$ cat src/rtl/rv32i_pkg.sv
// Shared RV32I memory-access definitions.
// Holds the funct3 width/sign codes, the load/store unit FSM state type
// and the operation kind latched by the load/store unit.
package rv32i_pkg;

    localparam logic [2:0] F3_B  = 3'b000;
    localparam logic [2:0] F3_H  = 3'b001;
    localparam logic [2:0] F3_W  = 3'b010;
    localparam logic [2:0] F3_BU = 3'b100;
    localparam logic [2:0] F3_HU = 3'b101;

    typedef enum logic [1:0] {IDLE, ACCESS, RESP} lsu_state_t;

    typedef enum logic {LOAD, STORE} lsu_op_t;

endpackage

$ cat src/rtl/lsu_align.sv
// Combinational lane logic for the load/store unit.
// Ports:
//   i_op         load or store
//   i_funct3     RV32I width/sign code
//   i_ea_lo      effective address bits [1:0]
//   i_store_data rs2 value
//   i_rdata      word read from data memory
//   o_wdata      lane-replicated store data (zero for loads)
//   o_wstrb      byte-lane write strobes (zero for loads)
//   o_load_data  extracted, extended load result
//   o_legal      funct3 legal for the op and address naturally aligned
module lsu_align
    import rv32i_pkg::*;
(
    input  lsu_op_t     i_op,
    input  logic [2:0]  i_funct3,
    input  logic [1:0]  i_ea_lo,
    input  logic [31:0] i_store_data,
    input  logic [31:0] i_rdata,
    output logic [31:0] o_wdata,
    output logic [3:0]  o_wstrb,
    output logic [31:0] o_load_data,
    output logic        o_legal
);

    logic [7:0]  w_byte;
    logic [15:0] w_half;

    always_comb begin
        w_byte = i_rdata[7:0];
        case (i_ea_lo)
            2'd1:    w_byte = i_rdata[15:8];
            2'd2:    w_byte = i_rdata[23:16];
            2'd3:    w_byte = i_rdata[31:24];
            default: w_byte = i_rdata[7:0];
        endcase
        w_half = i_ea_lo[1] ? i_rdata[31:16] : i_rdata[15:0];
    end

    always_comb begin
        o_legal = 1'b0;
        case (i_funct3)
            F3_B:    o_legal = 1'b1;
            F3_H:    o_legal = ~i_ea_lo[0];
            F3_W:    o_legal = (i_ea_lo == 2'b00);
            F3_BU:   o_legal = (i_op == LOAD);
            F3_HU:   o_legal = (i_op == LOAD) && !i_ea_lo[0];
            default: o_legal = 1'b0;
        endcase
    end

    always_comb begin
        o_wdata = '0;
        o_wstrb = '0;
        if (i_op == STORE) begin
            case (i_funct3)
                F3_B: begin
                    o_wdata = {4{i_store_data[7:0]}};
                    o_wstrb = 4'b0001 << i_ea_lo;
                end
                F3_H: begin
                    o_wdata = {2{i_store_data[15:0]}};
                    o_wstrb = 4'b0011 << i_ea_lo;
                end
                F3_W: begin
                    o_wdata = i_store_data;
                    o_wstrb = 4'b1111;
                end
                default: begin
                    o_wdata = '0;
                    o_wstrb = '0;
                end
            endcase
        end
    end

    always_comb begin
        o_load_data = '0;
        case (i_funct3)
            F3_B:    o_load_data = {{24{w_byte[7]}}, w_byte};
            F3_H:    o_load_data = {{16{w_half[15]}}, w_half};
            F3_W:    o_load_data = i_rdata;
            F3_BU:   o_load_data = {24'b0, w_byte};
            F3_HU:   o_load_data = {16'b0, w_half};
            default: o_load_data = '0;
        endcase
    end

endmodule

$ cat src/rtl/load_store_unit.sv
// Load/store unit: memory-access stage between the register file and data
// memory. Accepts one decoded load/store at a time, computes base+offset,
// runs a req/ack bus transaction with timeout, and returns loads on a
// one-cycle write-back strobe.
// Ports:
//   clk, reset (async, active low)
//   req_valid/req_ready, is_load, is_store, funct3, base, offset,
//     store_data, rd                              decoded operation in
//   mem_req, mem_we, mem_addr, mem_wdata, mem_wstrb, mem_ack, mem_rdata
//                                                  data-memory bus
//   wb_valid, wb_rd, wb_data                       load write-back
//   done, misalign_err, bus_err                    retirement pulses
module load_store_unit
    import rv32i_pkg::*;
#(
    parameter int unsigned TIMEOUT_CYCLES = 255,
    parameter int unsigned XLEN           = 32
) (
    input  logic            clk,
    input  logic            reset,
    input  logic            req_valid,
    output logic            req_ready,
    input  logic            is_load,
    input  logic            is_store,
    input  logic [2:0]      funct3,
    input  logic [XLEN-1:0] base,
    input  logic [XLEN-1:0] offset,
    input  logic [XLEN-1:0] store_data,
    input  logic [4:0]      rd,
    output logic            mem_req,
    output logic            mem_we,
    output logic [XLEN-1:0] mem_addr,
    output logic [XLEN-1:0] mem_wdata,
    output logic [3:0]      mem_wstrb,
    input  logic            mem_ack,
    input  logic [XLEN-1:0] mem_rdata,
    output logic            wb_valid,
    output logic [4:0]      wb_rd,
    output logic [XLEN-1:0] wb_data,
    output logic            done,
    output logic            misalign_err,
    output logic            bus_err
);

    lsu_state_t r_state;
    lsu_state_t w_next;
    lsu_op_t    r_op;
    logic [2:0]      r_funct3;
    logic [XLEN-1:0] r_ea;
    logic [XLEN-1:0] r_sd;
    logic [4:0]      r_rd;
    logic [7:0]      r_cnt;
    logic            r_mis;
    logic            r_berr;
    logic [4:0]      r_wb_rd;
    logic [XLEN-1:0] r_wb_data;

    logic [XLEN-1:0] w_ea;
    lsu_op_t         w_in_op;
    logic            w_accept;
    logic            w_timeout;
    lsu_op_t         w_sel_op;
    logic [2:0]      w_sel_f3;
    logic [1:0]      w_sel_ea_lo;
    logic [XLEN-1:0] w_wdata;
    logic [3:0]      w_wstrb;
    logic [XLEN-1:0] w_load_data;
    logic            w_legal;

    assign w_ea      = base + offset;
    assign w_in_op   = is_load ? LOAD : STORE;
    assign w_accept  = (r_state == IDLE) && req_valid && (is_load || is_store);
    assign w_timeout = (r_cnt == 8'(TIMEOUT_CYCLES - 1));

    // One aligner serves both jobs: in IDLE it checks legality of the
    // incoming op, afterwards it drives lanes/extraction from the latch.
    assign w_sel_op    = (r_state == IDLE) ? w_in_op    : r_op;
    assign w_sel_f3    = (r_state == IDLE) ? funct3     : r_funct3;
    assign w_sel_ea_lo = (r_state == IDLE) ? w_ea[1:0]  : r_ea[1:0];

    lsu_align u_align (
        .i_op         (w_sel_op),
        .i_funct3     (w_sel_f3),
        .i_ea_lo      (w_sel_ea_lo),
        .i_store_data (r_sd),
        .i_rdata      (mem_rdata),
        .o_wdata      (w_wdata),
        .o_wstrb      (w_wstrb),
        .o_load_data  (w_load_data),
        .o_legal      (w_legal)
    );

    always_ff @(posedge clk or negedge reset) begin
        if (!reset) begin
            r_state <= IDLE;
        end else begin
            r_state <= w_next;
        end
    end

    always_comb begin
        w_next       = r_state;
        req_ready    = 1'b0;
        mem_req      = 1'b0;
        mem_we       = 1'b0;
        mem_addr     = '0;
        mem_wdata    = '0;
        mem_wstrb    = '0;
        done         = 1'b0;
        misalign_err = 1'b0;
        bus_err      = 1'b0;
        wb_valid     = 1'b0;
        case (r_state)
            IDLE: begin
                req_ready = 1'b1;
                if (w_accept) begin
                    w_next = w_legal ? ACCESS : RESP;
                end
            end
            ACCESS: begin
                mem_req   = 1'b1;
                mem_we    = (r_op == STORE);
                mem_addr  = {r_ea[XLEN-1:2], 2'b00};
                mem_wdata = w_wdata;
                mem_wstrb = w_wstrb;
                if (mem_ack || w_timeout) begin
                    w_next = RESP;
                end
            end
            RESP: begin
                done         = 1'b1;
                misalign_err = r_mis;
                bus_err      = r_berr;
                wb_valid     = !r_mis && !r_berr && (r_op == LOAD) && (r_rd != 5'd0);
                w_next       = IDLE;
            end
            default: w_next = IDLE;
        endcase
    end

    // wb_rd/wb_data are captured on the ack edge so they are new exactly
    // in RESP and otherwise keep the last written-back value.
    always_ff @(posedge clk or negedge reset) begin
        if (!reset) begin
            r_op      <= LOAD;
            r_funct3  <= '0;
            r_ea      <= '0;
            r_sd      <= '0;
            r_rd      <= '0;
            r_cnt     <= '0;
            r_mis     <= 1'b0;
            r_berr    <= 1'b0;
            r_wb_rd   <= '0;
            r_wb_data <= '0;
        end else begin
            case (r_state)
                IDLE: begin
                    if (w_accept) begin
                        r_op     <= w_in_op;
                        r_funct3 <= funct3;
                        r_ea     <= w_ea;
                        r_sd     <= store_data;
                        r_rd     <= rd;
                        r_cnt    <= '0;
                        r_mis    <= !w_legal;
                        r_berr   <= 1'b0;
                    end
                end
                ACCESS: begin
                    if (mem_ack) begin
                        if ((r_op == LOAD) && (r_rd != 5'd0)) begin
                            r_wb_rd   <= r_rd;
                            r_wb_data <= w_load_data;
                        end
                    end else if (w_timeout) begin
                        r_berr <= 1'b1;
                    end else begin
                        r_cnt <= r_cnt + 8'd1;
                    end
                end
                default: begin
                end
            endcase
        end
    end

    assign wb_rd   = r_wb_rd;
    assign wb_data = r_wb_data;

endmodule

$ cat config.mk
export PLATFORM = sky130hd
export DESIGN_NAME = load_store_unit
export DESIGN_NICKNAME = d
export VERILOG_FILES = /design/src/rtl/rv32i_pkg.sv /design/src/rtl/lsu_align.sv /design/src/rtl/load_store_unit.sv
export SDC_FILE = /design/constraint.sdc
export NUM_CORES = 1
export LEC_CHECK = 0
export BUFFER_PORTS_ARGS = -buffer_cell sky130_fd_sc_hd__buf_2
export CAP_MARGIN = 25
export CORE_MARGIN = 4
export CORE_UTILIZATION = 40
export DETAILED_ROUTE_END_ITERATION = 8
export PLACE_DENSITY = 0.66
export SYNTH_ARGS = -nofsm -noshare
export SYNTH_HDL_FRONTEND = slang
export SYNTH_SLANG_ARGS = --single-unit
$ cat constraint.sdc
create_clock -name clk -period 5.3 [get_ports clk]
set_input_delay 1.59 -clock clk [delete_from_list [all_inputs] [get_ports clk]]
set_output_delay 1.59 -clock clk [all_outputs]
set_load 0.05 [all_outputs]
; ---- Word level (Yosys, flattened, before mapping)
; Cells that the tools add are included.
[word_totals]
mem_count = 0
out_inout_bits = 112
ff_bits = 122
elab_cells = 90
romBits = 0
ramBits = 0
latchBits = 0
[classes]
n_bitwise = 3
eq_ne = 15
div_mod_pow = 0
shifts = 2
mul = 0
n_addsub = 2
n_reduce_logical = 23
order_cmp = 0
mux = 34
[op_table]
columns = op, count
row1 = $pmux W32 S5, 1
row2 = $mux W32, 3
row3 = $pmux W32 S3, 1
row4 = $add A32 B32 Y32, 1
row5 = $mux W8, 3
row6 = $pmux W8 S3, 1
row7 = $mux W16, 1
row8 = $pmux W8 S2, 1
row9 = $mux W1, 12
row10 = $pmux W4 S3, 1
row11 = $ne A2 B2 Y1 const B, 5
row12 = $add A8 B1 Y8 const B, 1
row13 = $eq A8 B8 Y1 const B, 1
row14 = $mux W2, 4
row15 = $mux W4, 2
row16 = $reduce_and A4 Y1, 2
row17 = $logic_and A1 B1 Y1, 7
row18 = $eq A2 B2 Y1 const B, 3
row19 = $eq A3 B3 Y1 const B, 2
row20 = $pmux W1 S5, 1
row21 = $reduce_bool A5 Y1, 1
row22 = $eq A2 B1 Y1 const B, 2
row23 = $logic_not A1 Y1, 4
row24 = $logic_not A2 Y1, 2
row25 = other kinds (13), 17

; ---- Longest topological paths before layout
[logic_depth]
depth_word = 8
depth_mapped = 11

; ---- Cells and area by module
; Synthesis repeated with hierarchy kept, for this count alone.
[unflattened]
cells_unflattened = 1009
hier_area_um2 = 8441.8
[modules_own_cells]
columns = mod, area_per_inst_um2, instances, cells_per_inst
row1 = load_store_unit, 6924.1, 1, 763
row2 = lsu_align, 1517.7, 1, 246

; ---- Worst setup path before layout
; Ideal clock, no wire load.
[synth_path]
kind = input-to-output
from = input offset[0]
to = output mem_wstrb[2]
arrival_ps = 3537
path_buffers = 0
path_slack_ps = 173
stages = 6
path_cell_list = ha_1 -> inv_1 -> fa_1 -> o21ai_1 -> a21oi_1 -> a21oi_1
[synth_between]
elab_chain_len = 6
[synth_rtl]
columns = element, line_no
row1 = start: declaration, load_store_unit.sv:27  ; input logic [XLEN-1:0] offset,
row2 = $add A32 B32 Y32 (*), load_store_unit.sv:70  ; assign w_ea = base + offset;
row3 = $mux W2 (*), load_store_unit.sv:79  ; assign w_sel_ea_lo = (r_state == IDLE) ? w_ea[1:0] : r_ea[1:0];
row4 = $shl A2 B2 Y4 / $shl A1 B2 Y4 (equally long branches), "lsu_align.sv:63, lsu_align.sv:59"
row5 = $pmux W4 S3 (*), lsu_align.sv:56  ; case (i_funct3)
row6 = $mux W4 (*), lsu_align.sv:55  ; if (i_op == STORE) begin
row7 = $mux W4 (*), load_store_unit.sv:113  ; case (r_state)
row8 = end: declaration, load_store_unit.sv:34  ; output logic [3:0] mem_wstrb,
; Every way passes the cells marked *; elsewhere a longest branch is shown, timed or not.

; ---- Worst setup path after layout
[layout_path]
from = input funct3[1]
to = output mem_wstrb[1]
[layout_between]
elab_chain_len = 5
[layout_rtl]
columns = element, line_no
row1 = start: declaration, load_store_unit.sv:25  ; input logic [2:0] funct3,
row2 = $mux W3 (*), load_store_unit.sv:78  ; assign w_sel_f3 = (r_state == IDLE) ? funct3 : r_funct3;
row3 = "$eq A3 B2 Y1, or another cell as far along", lsu_align.sv:56
row4 = $pmux W4 S3 (*), lsu_align.sv:56
row5 = $mux W4 (*), lsu_align.sv:55
row6 = $mux W4 (*), load_store_unit.sv:113
; Marks and branches as above.

==> flow_results.org <==
** Clock network
- After clock tree synthesis, the clock-pin slew on the worst setup and hold paths is around 0.05 ns.
- Number of gates resized after CTS :: 0
- CTS placed an instance of sky130_fd_sc_hd__clkbuf_16 at the clock tree root.
- # clock sinks :: 122
- TritonCTS built the clock tree.
- Number of buffers inserted by post-CTS setup repair :: 0
- CTS built an H-tree with a depth of 4.
- The number of clock buffers added by TritonCTS is 17.
- The later pin in the worst-skew pair is clocked with a latency of 0.42 ns.
- Hold buffer count at cts :: 0
- In this run the deepest clock path goes through 2 buffers.

** Place
- Number of cells after detailed placement :: 1360
- Detailed placement finished with a half-perimeter wire length of 17.7 mm.
- Last weighted congestion value of the routability-driven placer :: roughly 0.90
- The count of buffers added on input and output ports is 251.
- Pre-CTS setup slack :: 0.316 ns

** Pwr
- For this design the static power due to leakage is 4.99 nW.
- Across the VDD grid, the largest voltage drop is 199 uV.
- Part of the total power dissipated in the clock network :: 25.7%
- Cell internal power was estimated by the tool at 0.00253 W.
- Combinational cells account for 40.8% of the total power.
- The analysis attributes to net switching a power of 0.00187 W.
- Sequential power share :: roughly 34%
- Of the total power, the share spent switching nets is 42.6%.
- Power spread over the standard cell area amounts to 456 nW/um^2.

** Die
- Measured along the x axis, the die boundary spans 146 um.
- Number of rows in the core area :: 50
- Initial cell density of the core :: a little over 40%
- Area of the die :: 21200 um^2
- Placeable Area :: 18600 um^2
- I/O pin count :: roughly 250
- Measured along the y axis, the die boundary spans 146 um.

** Logic synthesis
- Yosys Warn Count :: 0
- The mapped netlist covers ~7600 um^2.
- Synthesis instantiated 58 different standard cells from the library.
- In the synthesized netlist the dominant register cell turns out to be sky130_fd_sc_hd__dfrtp_1.
- Sequential share of the synthesized area :: roughly 40%
- Fraction of registers with async set or reset after synthesis :: between 90% and 100%
- After synthesis the netlist holds a flip-flop and latch count of 122.
- Instance count of the mapped netlist :: 904
- Mean Syn Cell Area :: approximately 8.4 um^2
- Yosys mapped a number of flops with a built-in enable equal to 0.

** Routing
- Iter 0 DRT Violations :: ~480
- Overall via count from detail_route :: 7508
- Remaining antenna violation count after routing :: 0
- Pre-antenna DRT Iters :: 9
- Summed over all layers, the routed wires come to 23.5 mm.
- Detailed-route DRC error count :: 0
- In the routed layout, each cell is associated on average with a via count of 5.38.
- Average routed wire per standard cell :: 16.8 um

** Final layout
- End-of-flow core utilization :: 51.8%
- Layout filler cell count :: 1843
- For this run, the number of standard cells in the final layout without fillers is 1396.
- In the final layout, the share of cells above drive strength 1 is between 20% and 30%.
- Commonest cells after routing, fill and taps aside :: 251 x sky130_fd_sc_hd__buf_2, 212 x sky130_fd_sc_hd__nand2_1, 122 x sky130_fd_sc_hd__dfrtp_1, 77 x sky130_fd_sc_hd__o21ai_0, 62 x sky130_fd_sc_hd__nor2_1
- Compared with the post-synthesis result, the final layout area differs by 27.6%.
- Most common library cell in the layout ignoring fill and taps :: sky130_fd_sc_hd__buf_2
- Net total in the final layout :: 1321

** Critical path
- Data on the critical path arrives at its endpoint at 3.35 ns.
- Endpoint kind of the worst setup timing path :: output port
- The worst setup path is launched from an input port.
- The worst register-to-register path has a depth of 8.
- Top fanout value on the critical path :: 21
- Classification of the worst setup path :: in -> out
- Required time worst endpoint :: around 3.7 ns

** STA
- Final hold analysis gives a worst-case slack of 0.470 ns.
- Final-report max-slew violation count :: 0
- For the pin with the worst max-slew slack, the measured transition is 0.924 ns.
- Timing-limited maximum frequency :: 202 MHz
- After routing, the total negative slack on setup checks comes to 0 ns.
- Clock tree skew after final layout :: 0.00946 ns
- Number of hold violations in the final report :: 0
- In the finished design, the share of the clock period the worst path needs comes to 93.2%.
- The worst path needs about 5 ns of the cycle, external delays included.
- Setup slack after layout :: between 0.3 and 0.4 ns
- Setup repair after global routing left no endpoint under its margin.
- Final setup violation count :: 0
- In this run the tightest slew margin relative to its limit is 38.4%.

** Run status
- The flow ran to the end, and the final reports show no timing, DRC or antenna violations.

** Hold path
- Counting instances, the worst hold path has a depth of 2.
- Hold crit path type :: reg -> reg

** GRT
- The number of antenna violations at the first check in global routing came to 5.
- The number of global-route vias before repair came to 7217.
- Final global-route overflow total :: 0
- Global routing used 21.6% of the available tracks across all layers.
- Entering global routing, the biggest net connects 54 pins.
- The first global-routing pass estimated approximately 38 mm of wire.

** Flow run
- Number of max-capacitance violations reported :: 0
## state kept, by name, indices dropped and copies added (netlist names)
name	cells
r_berr	1
r_cnt	8
r_ea	32
r_funct3	3
r_mis	1
r_op	1
r_rd	5
r_sd	32
r_state	2
wb_data	32
wb_rd	5
## area by class of cell
| cell class | instances | area (um^2) | area share [%] |
|---|---|---|---|
| clock buffer | 21 | 470 | 4.87 |
| sequential | 122 | 3050 | 31.6 |
| timing repair buffer | 273 | 1420 | 14.7 |
| multi-input combinational | 714 | 4230 | 43.8 |
| tap | 234 | 293 | 3.03 |
| clock inverter | 11 | 113 | 1.17 |
| antenna | 4 | 10.0 | 0.104 |
| inverter | 17 | 68.8 | 0.713 |
## layer usage
layer  vias to the layer above  track usage, %  wire length (um)
met3                        42            4.11              1600
met4                         4            8.55               561
met1                      3482            29.9             10500
li1                       3649               -                 -
met2                       331            33.7             10800
met5                         -               0                21
## worst max-delay path, cell delays in order
cell	delay [ns]
sky130_fd_sc_hd__buf_2	0.11
sky130_fd_sc_hd__inv_1	0.07
sky130_fd_sc_hd__a31oi_1	0.32
sky130_fd_sc_hd__nor2b_1	0.11
sky130_fd_sc_hd__or2_2	0.42
sky130_fd_sc_hd__o21ai_1	0.15
sky130_fd_sc_hd__buf_4	0.25
sky130_fd_sc_hd__nor2_1	0.10
sky130_fd_sc_hd__buf_2	0.22
## cell usage after synthesis, types with 5 or more instances
| master | number | share of area, % |
|---|---|---|
| sky130_fd_sc_hd__nand3_1 | 12 | 0.79 |
| sky130_fd_sc_hd__xor2_1 | 15 | 1.7 |
| sky130_fd_sc_hd__a21oi_1 | 58 | 3.8 |
| sky130_fd_sc_hd__and2_1 | 44 | 3.6 |
| sky130_fd_sc_hd__a31oi_1 | 13 | 1.1 |
| sky130_fd_sc_hd__and3_1 | 9 | 0.74 |
| sky130_fd_sc_hd__ha_1 | 33 | 5.5 |
| sky130_fd_sc_hd__mux2i_1 | 5 | 0.66 |
| sky130_fd_sc_hd__a21o_1 | 18 | 1.8 |
| sky130_fd_sc_hd__o21ai_1 | 13 | 0.86 |
| sky130_fd_sc_hd__buf_2 | 7 | 0.46 |
| sky130_fd_sc_hd__nand2_1 | 212 | 11 |
| sky130_fd_sc_hd__nand4_1 | 5 | 0.41 |
| sky130_fd_sc_hd__mux2_2 | 5 | 0.74 |
| sky130_fd_sc_hd__a22oi_1 | 16 | 1.6 |
| sky130_fd_sc_hd__o21a_1 | 5 | 0.50 |
| sky130_fd_sc_hd__a222oi_1 | 12 | 1.6 |
| sky130_fd_sc_hd__clkbuf_1 | 39 | 1.9 |
| sky130_fd_sc_hd__xnor2_1 | 19 | 2.2 |
| sky130_fd_sc_hd__nand2b_1 | 5 | 0.41 |
| sky130_fd_sc_hd__nor2b_1 | 6 | 0.50 |
| sky130_fd_sc_hd__o21ai_0 | 77 | 5.1 |
| sky130_fd_sc_hd__inv_1 | 16 | 0.79 |
| sky130_fd_sc_hd__nor3_1 | 8 | 0.53 |
| sky130_fd_sc_hd__nor2_1 | 64 | 3.2 |
| sky130_fd_sc_hd__dfrtp_1 | 122 | 40 |
| sky130_fd_sc_hd__a221oi_1 | 13 | 1.5 |
## metrics by stage
step                area, um^2  total power [W]
floorplan                 7570          0.00275
global placement          9060          0.00325
detailed placement        9060          0.00328
CTS                       9640          0.00443
global route              9650          0.00468
finish                    9650          0.00440
## worst paths after layout
kind / startpoint / endpoint / slack (ns)
worst max-delay path: funct3[1] / mem_wstrb[1] / 0.36
worst min-delay path: wb_data[12] / wb_data[12] / 0.47
worst max register to register: r_state[1] / wb_data[14] / 2.12
worst min register to register: wb_data[12] / wb_data[12] / 0.47
max in group asynchronous: reset / r_sd[30] / 3.11
min in group asynchronous: reset / r_sd[2] / 1.21
## power by group through the flow
stage	combinational [W]	clock, W	sequential, W
after detailed placement	0.00180	0	0.00148
after CTS	0.00180	0.00116	0.00147
after global placement	0.00177	0	0.00148
final	0.00180	0.00113	0.00147
after floorplan	0.00102	0	0.00173
after global routing	0.00197	0.00120	0.00152
## logic make-up (layout without fill, tap and decap cells)
family / after synthesis / count (layout) / synth area share [%]
adder cells (fa/ha/maj): 34 / 34 / 5.72
flip-flops: 122 / 122 / 40.4
multiplexers: 15 / 15 / 2.94
AND/OR/NAND/NOR: 378 / 378 / 22.0
other: 1 / 6 / 0.0496
buffers and inverters: 69 / 322 / 4.00
AO/OA/AOI/OAI: 251 / 251 / 21.0
XOR/XNOR: 34 / 34 / 3.94
Note: power is estimated with default switching activity, not from simulation.
